## config.mk

```make
export PLATFORM = sky130hd
export DESIGN_NAME = axi_wr_arbiter
export DESIGN_NICKNAME = d
export VERILOG_FILES = /design/src/rtl/axi_wr_arbiter.sv
export SDC_FILE = /design/constraint.sdc
export NUM_CORES = 1
export LEC_CHECK = 0
export CORE_AREA = 3 3 174 176
export CTS_CLUSTER_DIAMETER = 100
export CTS_CLUSTER_SIZE = 24
export DETAILED_ROUTE_END_ITERATION = 6
export DIE_AREA = 0 0 177 179
export PLACE_DENSITY = 0.42
export SLEW_MARGIN = 20
export SYNTH_ARGS = -nofsm -noshare
export SYNTH_HDL_FRONTEND = slang
export SYNTH_SLANG_ARGS = --single-unit
```

## constraint.sdc

```tcl
create_clock -name clk -period 2.7 [get_ports clk]
set_clock_uncertainty 0.1 [all_clocks]
set_input_delay 0.675 -clock clk [delete_from_list [all_inputs] [get_ports clk]]
set_output_delay 0.675 -clock clk [all_outputs]
set_load 0.02 [all_outputs]
```

## src/rtl/axi_wr_arbiter.sv

```systemverilog
// Round-robin AXI4 write arbiter: NUM_REQ masters share one slave write port,
// and each grant covers one whole AW -> W...WLAST -> B transaction.
module axi_wr_arbiter #(
    parameter int NUM_REQ = 4,
    parameter int ADDR_W  = 32,
    parameter int DATA_W  = 32,
    parameter int ID_W    = 4
) (
    input  logic                          clk,
    input  logic                          rst,
    input  logic [NUM_REQ-1:0]            m_awvalid,
    input  logic [NUM_REQ*ADDR_W-1:0]     m_awaddr,
    input  logic [NUM_REQ*ID_W-1:0]       m_awid,
    input  logic [NUM_REQ*8-1:0]          m_awlen,
    output logic [NUM_REQ-1:0]            m_awready,
    input  logic [NUM_REQ-1:0]            m_wvalid,
    input  logic [NUM_REQ*DATA_W-1:0]     m_wdata,
    input  logic [NUM_REQ*(DATA_W/8)-1:0] m_wstrb,
    input  logic [NUM_REQ-1:0]            m_wlast,
    output logic [NUM_REQ-1:0]            m_wready,
    output logic [NUM_REQ-1:0]            m_bvalid,
    output logic [1:0]                    m_bresp,
    output logic [ID_W-1:0]               m_bid,
    input  logic [NUM_REQ-1:0]            m_bready,
    output logic                          s_awvalid,
    output logic [ADDR_W-1:0]             s_awaddr,
    output logic [ID_W-1:0]               s_awid,
    output logic [7:0]                    s_awlen,
    input  logic                          s_awready,
    output logic                          s_wvalid,
    output logic [DATA_W-1:0]             s_wdata,
    output logic [DATA_W/8-1:0]           s_wstrb,
    output logic                          s_wlast,
    input  logic                          s_wready,
    input  logic                          s_bvalid,
    input  logic [1:0]                    s_bresp,
    input  logic [ID_W-1:0]               s_bid,
    output logic                          s_bready,
    output logic [NUM_REQ-1:0]            gnt
);
    localparam int STRB_W = DATA_W / 8;
    localparam int IDX_W  = (NUM_REQ > 1) ? $clog2(NUM_REQ) : 1;

    typedef enum logic [1:0] {IDLE = 2'd0, ADDR = 2'd1, DATA = 2'd2, RESP = 2'd3} state_t;

    state_t             state_reg, state_next;
    logic [NUM_REQ-1:0] gnt_reg, gnt_next;
    logic [IDX_W-1:0]   gidx_reg, gidx_next;
    logic [IDX_W-1:0]   ptr_reg, ptr_next;

    logic [ADDR_W-1:0]  awaddr_arr [NUM_REQ];
    logic [ID_W-1:0]    awid_arr   [NUM_REQ];
    logic [7:0]         awlen_arr  [NUM_REQ];
    logic [DATA_W-1:0]  wdata_arr  [NUM_REQ];
    logic [STRB_W-1:0]  wstrb_arr  [NUM_REQ];

    genvar gi;
    generate
        for (gi = 0; gi < NUM_REQ; gi++) begin : g_unpack
            assign awaddr_arr[gi] = m_awaddr[gi*ADDR_W +: ADDR_W];
            assign awid_arr[gi]   = m_awid[gi*ID_W +: ID_W];
            assign awlen_arr[gi]  = m_awlen[gi*8 +: 8];
            assign wdata_arr[gi]  = m_wdata[gi*DATA_W +: DATA_W];
            assign wstrb_arr[gi]  = m_wstrb[gi*STRB_W +: STRB_W];
        end
    endgenerate

    logic sel_awvalid, sel_wvalid, sel_wlast, sel_bready;
    assign sel_awvalid = m_awvalid[gidx_reg];
    assign sel_wvalid  = m_wvalid[gidx_reg];
    assign sel_wlast   = m_wlast[gidx_reg];
    assign sel_bready  = m_bready[gidx_reg];

    // Payload always follows the granted master; the valids below qualify it.
    assign s_awaddr = awaddr_arr[gidx_reg];
    assign s_awid   = awid_arr[gidx_reg];
    assign s_awlen  = awlen_arr[gidx_reg];
    assign s_wdata  = wdata_arr[gidx_reg];
    assign s_wstrb  = wstrb_arr[gidx_reg];
    assign s_wlast  = sel_wlast;
    assign m_bresp  = s_bresp;
    assign m_bid    = s_bid;
    assign gnt      = gnt_reg;

    // Search starts one past the last completed master, so priority rotates.
    logic             win_found;
    logic [IDX_W-1:0] win_idx;
    logic [IDX_W-1:0] cand;
    always_comb begin
        win_found = 1'b0;
        win_idx   = ptr_reg;
        cand      = '0;
        for (int k = 1; k <= NUM_REQ; k++) begin
            cand = IDX_W'((int'(ptr_reg) + k) % NUM_REQ);
            if (!win_found && m_awvalid[cand]) begin
                win_found = 1'b1;
                win_idx   = cand;
            end
        end
    end

    always_ff @(posedge clk or negedge rst) begin
        if (!rst) begin
            state_reg <= IDLE;
            gnt_reg   <= '0;
            gidx_reg  <= '0;
            ptr_reg   <= IDX_W'(NUM_REQ - 1);
        end else begin
            state_reg <= state_next;
            gnt_reg   <= gnt_next;
            gidx_reg  <= gidx_next;
            ptr_reg   <= ptr_next;
        end
    end

    always_comb begin
        state_next = state_reg;
        gnt_next   = gnt_reg;
        gidx_next  = gidx_reg;
        ptr_next   = ptr_reg;
        case (state_reg)
            IDLE: begin
                if (win_found) begin
                    state_next         = ADDR;
                    gnt_next           = '0;
                    gnt_next[win_idx]  = 1'b1;
                    gidx_next          = win_idx;
                end
            end
            ADDR: if (sel_awvalid && s_awready) state_next = DATA;
            DATA: if (sel_wvalid && s_wready && sel_wlast) state_next = RESP;
            RESP: begin
                if (s_bvalid && sel_bready) begin
                    state_next = IDLE;
                    gnt_next   = '0;
                    ptr_next   = gidx_reg;
                end
            end
            default: begin
                state_next = IDLE;
                gnt_next   = '0;
            end
        endcase
    end

    always_comb begin
        s_awvalid = 1'b0;
        s_wvalid  = 1'b0;
        s_bready  = 1'b0;
        m_awready = '0;
        m_wready  = '0;
        m_bvalid  = '0;
        case (state_reg)
            ADDR: begin
                s_awvalid           = sel_awvalid;
                m_awready[gidx_reg] = s_awready;
            end
            DATA: begin
                s_wvalid           = sel_wvalid;
                m_wready[gidx_reg] = s_wready;
            end
            RESP: begin
                s_bready           = sel_bready;
                m_bvalid[gidx_reg] = s_bvalid;
            end
            default: ;
        endcase
    end
endmodule

```

==> summary.txt <==
Floorplanning
  • Die Width: between 150 and 200 um
  • Core area: approximately 29,000 um2
  • DIE AREA: 31,700 um2
  • # rows: 62
  • Chip Height: approximately 180 um
  • IO Pins: 453
  • Initial Util: 9.55%

Timing
  • Final worst path period need: 2.70 ns
  • Max_slew headroom: 63.9%
  • Setup violators final: 1
  • Worst slew pin tran: about 0.54 ns
  • Hold Slack: 0.398 ns
  • Max-slew violations: 0
  • RSZ-0062 raised after global routing: true
  • Max Clock Freq: 370 MHz
  • Final period util: 100%
  • Final setup margin: -0.00178 ns
  • Hold Vio Cnt, Final: 0

Setup path
  • Crit end category: output port
  • Crit path max fanout: 1
  • Critical path type: primary input to output port
  • Crit-path cells: clkdlybuf4s50_1 > mux4_2 > clkdlybuf4s15_2
  • Critical path arrival: 1.93 ns
  • Worst Setup Start Kind: primary input
  • Setup slack, reg-to-reg: 0.44 ns
  • WP data required: 1.92 ns
  • Critical path's top delay family: buffers and inverters
  • WP buf/inv: 2
  • Slowest stage delay, CP: 0.49 ns
  • Slowest CP cell: clkdlybuf4s50_1

Synth
  • Yosys reg bits: 10
  • Cell taking the most area after synthesis: mux4_2
  • Mean area per synthesized cell: 14.6 um2
  • Top-area cell type share of the netlist area: 68.8%
  • Synth warnings: 0
  • Cell variety after synth: 34
  • Syn nets: 540
  • Netlist Area Pre-Place: 2750 um2
  • Synth top area cells: mux4_2 (69%), dfrtp_1 (7.3%), ha_1 (2.3%)
  • Seq/Total Area, Yosys: 9.19%
  • Post-Synthesis Cells: around 190

GRT
  • First-pass GRT wire length: 28,400 um
  • Largest net degree at the start of global routing: 44
  • Overall global routing resource usage: 11.9%
  • Vias in the first global route: 4,299
  • Congestion Overflow GR: 0
  • Initial antenna violation count: 0

Run
  • Max cap viols: 0

Route
  • DR iter-0 viols: 115
  • Final wirelength: roughly 21,000 um
  • First drt pass iteration count: 4
  • Avg WL per Cell: just over 20 um
  • # DRC: 0
  • DRT antenna net count: 0
  • Vias per cell: 3.78
  • Via count: 3,875

Layout
  • Nets: 994
  • Fin cells: 1,025
  • Multi-input logic area: 2350 um2
  • Layout cells sized above 1: 25.9%
  • Final core utilization: 27.2%
  • Fillers: 2,991
  • Antenna cells: 0
  • Max reg flops: 4
  • Area grow syn2layout: 185%
  • FF+latch area: 260 um2
  • Post-route cell area: 7840 um2

Place
  • Global placement routability congestion: 0.902
  • DP Cell Count: 1,021
  • Placed Area: approximately 8000 um2
  • PortBufs: 440
  • Dpl hpwl: 18,800 um

Clock network
  • CTS H-Tree Depth: 1
  • Clk slew on worst S/H paths: 0.04 ns
  • Num CTS Buffers: 3
  • Clock sinks: 10
  • CTS tree: yes
  • Clock root buffer: clkbuf_16
  • Max clock buf depth: 2
  • Clock Latency Late Sink: 0.24 ns

Status
  • Failing checks: negative setup slack
  • Status: complete, but fails checks

Power and ir drop
  • Power Density: 758 nW/um2
  • Maximum vdd drop: 0.339 mV
  • Pwr Total: 5.94 mW
  • Leak pwr: slightly below 3 nW

Worst hold path
  • Worst Hold Class: register to register
==> worst paths after layout <==
kind	startpoint	endpoint	depth (start not counted)
min	gnt[0]	gnt[0]	1
max in group asynchronous	rst	gidx_reg[1]	1
max	m_awaddr[104]	s_awaddr[8]	3
min in group asynchronous	rst	state_reg[0]	1
max reg2reg	gidx_reg[0]	state_reg[1]	6
min reg2reg	gnt[0]	gnt[0]	1
==> layer usage <==
layer / share of wire (%) / GRT usage, %
met1: 38 / 14.5
met2: 53 / 21.9
met3: 7.5 / 2.80
met5: 0 / 0
met4: 0.75 / 1.83
==> Yosys cell counts <==
cell / number
nand2b_1: 4
a21oi_1: 2
o31ai_1: 3
buf_2: 8
dfrtp_1: 8
clkbuf_1: 10
mux2_1: 1
o41ai_1: 2
o32a_1: 1
and3b_1: 1
a32o_1: 2
ha_1: 5
nand3_1: 1
and2_1: 4
mux4_2: 84
dfstp_2: 2
nor4_1: 1
nor2_1: 12
nor3_1: 4
a21boi_0: 1
or3_1: 2
nand3_2: 1
o31a_1: 1
o21ai_0: 2
inv_1: 3
nand2_1: 7
a21boi_2: 1
mux2i_1: 1
a2111oi_4: 1
buf_1: 1
buf_4: 8
mux2_2: 2
a211o_1: 1
nor3b_1: 1
==> final cells by class <==
| class | instances | share of cell area [%] |
|---|---|---|
| timing repair buffer | 476 | 59.4 |
| multi-input combinational | 148 | 30.0 |
| clock buffer | 4 | 1.01 |
| tap | 384 | 6.13 |
| sequential | 10 | 3.32 |
| inverter | 3 | 0.144 |
==> logic make-up (layout without fill, tap and decap cells) <==
family / after synthesis / after routing / share of synthesized area (%)
and+or+nand+nor: 38 / 38 / 6.96
AOI/OAI and AO/OA: 17 / 17 / 5.60
adders and majority gates: 5 / 5 / 2.28
buffers and inverters: 30 / 483 / 5.55
DFF: 10 / 10 / 9.19
muxes: 88 / 88 / 70.4
==> through the flow <==
stage | setup slack (ns) | TNS [ns]
after detailed placement | -0.391 | -18.52
after CTS | -0.00927 | -0.00927
after global placement | -0.391 | -18.37
after global routing | -0.00393 | -0.00456
after floorplan | 0.206 | 0
final | -0.00178 | -0.00178
==> power breakdown <==
part | switching [mW] | leakage (nW) | internal (mW) | total [mW]
Clock | 0.0731 | 0.0382 | 0.198 | 0.271
Sequential | 0.0923 | 0.120 | 0.238 | 0.331
Combinational | 2.52 | 2.79 | 2.82 | 5.34
==> timing repair <==
| action | 4_1_cts | 5_1_grt |
|---|---|---|
| setup buffers | 0 | 0 |
| pin swaps | 0 | 1 |
| gates resized for setup | 146 | 62 |
| endpoints found under the setup margin | 96 | 51 |
| hold buffers | 0 | 0 |
==> cells in the final DEF, fill, tap and decap left out, types with 2 or more instances in the layout <==
cell type	count
dfrtp_4	2
nor3_1	4
dfrtp_1	6
clkdlybuf4s15_2	10
mux4_2	84
a21oi_1	2
clkbuf_2	18
buf_12	8
buf_4	30
o41ai_1	2
dfstp_2	2
and2_4	2
ha_1	5
clkdlybuf4s50_1	338
dlymetal6s2s_1	6
dlygate4sd2_1	30
o31ai_1	3
a32o_1	2
nand2_1	7
or3_1	2
clkbuf_16	3
buf_2	2
inv_1	3
nand2b_1	4
o21ai_0	2
nor2_1	12
and2_1	2
mux2_2	2
clkdlybuf4s15_1	34
No activity file was read; power rests on OpenSTA's default activity.
